### config.mk
export PLATFORM = sky130hd
export DESIGN_NAME = fifo_buffer
export DESIGN_NICKNAME = d
export VERILOG_FILES = /design/src/rtl/fifo_buffer.sv
export SDC_FILE = /design/constraint.sdc
export NUM_CORES = 1
export LEC_CHECK = 0
export ABC_AREA = 1
export CORE_ASPECT_RATIO = 0.5
export CORE_MARGIN = 8
export CORE_UTILIZATION = 45
export DETAILED_ROUTE_END_ITERATION = 16
export HOLD_SLACK_MARGIN = 0.05
export PLACE_DENSITY = 0.78
export SYNTH_ARGS = -nofsm -noshare
export SYNTH_HDL_FRONTEND = slang
export SYNTH_SLANG_ARGS = --single-unit
### constraint.sdc
create_clock -name clk -period 2.95 [get_ports clk]
set_input_delay 0.59 -clock clk [delete_from_list [all_inputs] [get_ports clk]]
set_output_delay 0.59 -clock clk [all_outputs]
set_load 0.02 [all_outputs]
### src/rtl/fifo_buffer.sv
// fifo_buffer: parametrised first-word-fall-through FIFO with valid/ready
// handshakes on both sides. It decouples producer and consumer stalls in the
// datapath. in_ready depends only on the stored count, so there is no
// combinational path from out_ready to in_ready.
module fifo_buffer #(
  parameter int WIDTH = 8,
  parameter int DEPTH = 4,
  parameter int CW    = $clog2(DEPTH + 1)
) (
  input  logic             clk,
  input  logic             rst,
  input  logic             flush,
  input  logic             in_valid,
  output logic             in_ready,
  input  logic [WIDTH-1:0] in_data,
  output logic             out_valid,
  input  logic             out_ready,
  output logic [WIDTH-1:0] out_data,
  output logic [CW-1:0]    count
);

  localparam int PW = $clog2(DEPTH);

  logic [DEPTH-1:0][WIDTH-1:0] mem_q, mem_d;
  logic [PW-1:0]               wr_ptr_q, wr_ptr_d;
  logic [PW-1:0]               rd_ptr_q, rd_ptr_d;
  logic [CW-1:0]               count_q, count_d;
  logic                        push, pop;

  // Handshake status and output data.
  // out_data is masked to zero when empty, so stale or uninitialised
  // storage never reaches the consumer.
  always_comb begin
    in_ready  = (count_q != CW'(DEPTH));
    out_valid = (count_q != '0);
    out_data  = out_valid ? mem_q[rd_ptr_q] : '0;
    count     = count_q;
    push      = in_valid && in_ready;
    pop       = out_valid && out_ready;
  end

  // Next-state for the pointers, the count and the storage.
  // A clear (reset or flush) discards any push or pop in the same cycle.
  // Pointers are log2(DEPTH) bits wide, so they wrap naturally.
  always_comb begin
    mem_d    = mem_q;
    wr_ptr_d = wr_ptr_q;
    rd_ptr_d = rd_ptr_q;
    count_d  = count_q;
    if (flush) begin
      wr_ptr_d = '0;
      rd_ptr_d = '0;
      count_d  = '0;
    end else begin
      if (push) begin
        mem_d[wr_ptr_q] = in_data;
        wr_ptr_d        = wr_ptr_q + 1'b1;
      end
      if (pop) begin
        rd_ptr_d = rd_ptr_q + 1'b1;
      end
      case ({push, pop})
        2'b10:   count_d = count_q + 1'b1;
        2'b01:   count_d = count_q - 1'b1;
        default: count_d = count_q;
      endcase
    end
  end

  // Control registers. Reset has priority over flush and handshakes.
  always_ff @(posedge clk) begin
    if (rst) begin
      wr_ptr_q <= '0;
      rd_ptr_q <= '0;
      count_q  <= '0;
    end else begin
      wr_ptr_q <= wr_ptr_d;
      rd_ptr_q <= rd_ptr_d;
      count_q  <= count_d;
    end
  end

  // Storage array. It is deliberately not cleared by reset, but a write is
  // suppressed while rst is high.
  always_ff @(posedge clk) begin
    if (!rst) begin
      mem_q <= mem_d;
    end
  end

endmodule

* Word level (Yosys, flattened, before mapping)
Index checks and enable logic that the tools add are counted.
Storage, ports and cells: register bits after elaboration 39, bits of input ports 13, output and inout bits 13
Operators by class: add/sub/neg operators 4, magnitude comparators 3, eq/ne operators 3, muxes and demuxes 7, bitwise gates (word level) 2, reduce and logical (&&, ||, !) cells 7
Operator list (number):
- bitwise mux 32 bit | 1
- 2-to-1 mux 8 bit | 3
- binary-select mux 8 bit (select 2 bit) | 1
- demux 8 bit (select 2 bit) | 1
- < comparator 2 x 3 -> 1 bit (second input constant) | 2
- one-hot mux 3 bit (2 select lines) | 1
- adder 2 x 1 -> 2 bit (second input constant) | 2
- adder 3 x 1 -> 3 bit (second input constant) | 1
- logical AND 1 bit | 3
- != test 3 bit (second input constant) | 1
- AND reduction 3 bit | 1
- nonzero test 3 bit | 1
- subtractor 3 x 1 -> 3 bit (second input constant) | 1
- == test 2 x 1 -> 1 bit (second input constant) | 1
- == test 2 bit (second input constant) | 1
- greater-or-equal comparator 2 x 1 -> 1 bit (second input constant) | 1
- NOT 1 bit | 2
- nonzero test 2 bit | 1
- OR reduction 2 bit | 1

* Logic depth before layout (Yosys ltp)
depth in word-level cells 5, mapped depth 13, gate-level depth less buffers 13

* Worst setup path after synthesis
OpenSTA, ideal clock, no wires.
path type reg-to-reg, start point register count_q[2] (netlist: count[2]), end point register count_q[2] (netlist: count[2]), library setup time 113 ps, arrival 1832 ps, slack 1005 ps, cell stages (with the launch flop) 14, path buffers 0, clock period less this slack 1945 ps, cells stage by stage dfxtp_1 inv_1 nand2_1 nand2_1 inv_1 ha_1 inv_1 fa_1 inv_1 nand2_1 nand3_1 nand2_1 nand2_1 nor2_1
On the way: cells in the longest elaborated chain, start to end 4
RTL lines:
- from (decl) | line 27 | logic [CW-1:0] count_q, count_d;
- from (signal assigned) | line 79 | count_q <= count_d;
- nonzero test 3 bit * | line 35 | out_valid = (count_q != '0);
- net out_valid | line 16 | output logic out_valid,
- logical AND 1 bit * | line 39 | pop = out_valid && out_ready;
- net pop | line 28 | logic push, pop;
- == test 2 x 1 -> 1 bit / == test 2 bit (equally long branches) | line 62 | case ({push, pop})
- one-hot mux 3 bit (2 select lines) / nonzero test 2 bit (equally long branches)
The timed path passes the listed nets; every way through them passes the cells marked *. A chain may end at the register's enable or synchronous reset.

* Worst setup path in the final report
start point register rd_ptr_q[1], end point output port out_data[2]
On the way: cells in the longest elaborated chain, start to end 3
RTL lines:
- from (decl) | line 26 | logic [PW-1:0] rd_ptr_q, rd_ptr_d;
- from (signal assigned) | line 78 | rd_ptr_q <= rd_ptr_d;
- binary-select mux 8 bit (select 2 bit) | line 36 | out_data = out_valid ? mem_q[rd_ptr_q] : '0;
- 2-to-1 mux 8 bit (not written as such) | line 36
- 2-to-1 mux 8 bit | line 36
- to (decl) | line 18 | output logic [WIDTH-1:0] out_data,
No other way between the ends. The select of a mux whose other input is x is not followed.

==> summary.md <==
| Metric | Value |
|---|---|
| Status | completed |
| Worst-path maximum fanout | 11 |
| Max cap viols | 0 |
| Power per cell area | 547.9 nW/um^2 |
| Setup TNS | 0 ns |
| Wire per inst | 13.73 um |
| Top Ports | 26 |
| Max Clock Skew | 0.01067 ns |
| Final min period | 2.669 ns |
| Worst slew pin tran | 0.3201 ns |
| IO Port Bufs | 25 |
| M2 GR Usage | 20.51% |
| Distinct cells, synth | 20 |
| Die width | 103.1 um |
| 1st-iter DRT viols | 47 |
| Critical path's largest stage delay | 0.65 ns |
| Synth area leader | edfxtp_1 |
| Post-Route WL | 3420 um |
| Hold Path Sink | rd_ptr_q[0]$_SDFFE_PP0P_ |
| Initial Util | 48.37% |
| Leakage | 0.7970 nW |
| Worst r2r src | count[1]$_SDFFE_PP0P_ |
| CTS tree | yes |
| Die span in y | 59.55 um |
| Fmax | 374.7 MHz |
| Hold_sp | rd_ptr_q[0]$_SDFFE_PP0P_ |
| Rows | 15 |
| Synth Area per Inst | 10.47 um^2 |
| Clk slew on worst S/H paths | 0.07 ns |
| Hold path depth | 2 |
| Largest net degree at the start of global routing | 19 |
| Total core area | 3528 um^2 |
| Startpoint types | flip-flop |
| Count of state elements after synthesis | 39 |
| Vias in the first global route | 1,192 |
| Global routing usage on met3 | 3.513% |
| Gr busiest metal | met2 |
| Via density | 4.924 |
| Worst reg2reg path depth | 13 |
| Area contributors post-synth | edfxtp_1 (56%), nor2_1 (10%), dfxtp_1 (8.2%) |
| Max VDD drop | 208.5 uV |
| CTS Buf Count | 5 |
| Clk sinks | 39 |
| Detail Placement HPWL | 2332 um |
| Final worst-path cycle share | 90.46% |
| Worst reg2reg setup slack | 1.04 ns |
| Buffer levels on the longest clock path | 2 |
| DRT Pass-1 Iters | 4 |
| Final #Nets | 216 |
| Die Area | 6138 um^2 |
| WHS | 0.5123 ns |
| M1 GR Usage | 13.08% |
| Via count | 1,226 |
| Cell count after synthesis | 163 |
| Layout cells sized above 1 | 9.091% |
| Setup-failing EPs final | 0 |
| Remaining global-route overflow | 0 |
| FILL cells | 290 |
| Final hold vios | 0 |
| Post-CTS Setup Inserts | 0 |
| Worst R2R End | count[2]$_SDFFE_PP0P_ |
| Netlist Area Pre-Place | 1707 um^2 |
| Max-slew violation count | 0 |
| Initial antenna violation count | 0 |
| Most common cell after layout, fill and taps aside | nor2_1 |
| Max_slew headroom | 78.64% |
| H-tree Lvls | 2 |
| Commonest non-fill, non-tap cells in the layout | nor2_1 (46), edfxtp_1 (32), clkdlybuf4s50_1 (25) |
| First-pass GRT wire length | 5416 um |
| Crit path DAT | 2.08 ns |
| Global placement routability congestion | 0.7150 |
| Kind of critical path | reg2out |
| Hold/Removal Path Class | reg2reg |
| ANT nets after route | 0 |
| Number of remaining DRC errors | 0 |
| Clock latency on the worst-skew pair | 0.29 ns |
| Tot GR Track Use | 11.89% |
| CP max stage cell | clkdlybuf4s50_1 |
| Synth top area share | 56.30% |
| Crit path required time | 2.36 ns |
| Critical path capture point type | primary output |
| Root Buffer | clkbuf_8 |
| Syn_nets | 182 |
| Layout area overhead | 25.37% |
| RSZ-0062 raised after global routing | false |
| Worst-path cell chain | clkinvlp_4, nor2_1, o21ai_1, a21oi_1, clkdlybuf4s50_1 |
| Number of synthesis warnings | 0 |
| # diodes | 0 |
| Final Power | 1.172 mW |
| Final Core Density | 60.64% |
| Post-synthesis sequential area ratio | 64.52% |
[report_power, final]
| part | internal (mW) | switching [mW] | total (mW) |
|---|---|---|---|
| registers | 0.604 | 0.00519 | 0.609 |
| clock network | 0.252 | 0.186 | 0.438 |
| logic | 0.0546 | 0.0712 | 0.126 |
| total | 0.910 | 0.262 | 1.17 |
[logic make-up (layout without fill, tap and decap cells)]
group           count (synthesis)  count (layout)  synth area share (%)
compound gates                 30              30                 8.944
flops                          39              39                 64.52
simple gates                   66              66                 15.18
buf+inv                        22              57                 6.525
fa+ha+maj                       6               6                 4.839
[per-stage QoR]
stage          std cells  cell area (um^2)  setup WS [ns]
3_3_place_gp         241              2022         0.4268
4_1_cts              249              2135        0.01819
5_1_grt              249              2140         0.1572
3_5_place_dp         241              2022         0.3412
2_1_floorplan        163              1707          1.005
6_report             249              2140         0.2813
[layer usage]
metal	wire, um	share of wire, %
met5	0	0
met4	68	2.0
met3	207	6.1
met2	1687	49
met1	1456	43
[how the worst max path moves through the flow]
stage | start | to | slack [ns]
after global routing | rd_ptr_q[1]$_SDFFE_PP0P_ | out_data[2] | 0.16
after CTS | rd_ptr_q[1]$_SDFFE_PP0P_ | out_data[2] | 0.02
final | rd_ptr_q[1]$_SDFFE_PP0P_ | out_data[2] | 0.28
after global placement | rd_ptr_q[1]$_SDFFE_PP0P_ | out_data[0] | 0.43
after floorplan | count[2]$_SDFFE_PP0P_ | count[2]$_SDFFE_PP0P_ | 1.00
after detailed placement | rd_ptr_q[1]$_SDFFE_PP0P_ | out_data[2] | 0.34
[critical path, delay by kind of cell, from the launching register on]
kind	cells	cell delay (ns)
and+or+nand+nor	1	0.15
AOI/OAI and AO/OA	2	0.25
buffers and inverters	2	0.92
DFF	1	0.48
[cell usage after synthesis (all sizes together)]
library cell / n
clkbuf: 1
buf: 3
a21boi: 1
o21ai: 18
edfxtp: 32
nor2: 46
clkinv: 1
fa: 1
nand3b: 1
ha: 5
nand3: 4
nand2: 15
inv: 17
dfxtp: 7
a21oi: 11
[cell type report]
type | count | area [um^2] | area share [%]
Sequential cell | 39 | 1102 | 51.52
Clock inverter | 3 | 43.79 | 2.047
Clock buffer | 5 | 68.82 | 3.216
Timing Repair Buffer | 31 | 295.3 | 13.80
Inverter | 18 | 71.32 | 3.333
Multi-Input combinational cell | 102 | 494.2 | 23.10
Tap cell | 51 | 63.81 | 2.982
[registers in the layout, summed over array words and instances (netlist names)]
register and count:
count 3, mem_q 32, rd_ptr_q 2, wr_ptr_q 2
[timing repair]
action / CTS / global route
resized for setup: 0 / 2
endpoints found under the setup margin: 0 / 8
hold buffers: 0 / 0
Power figures use the tool's default switching activity.
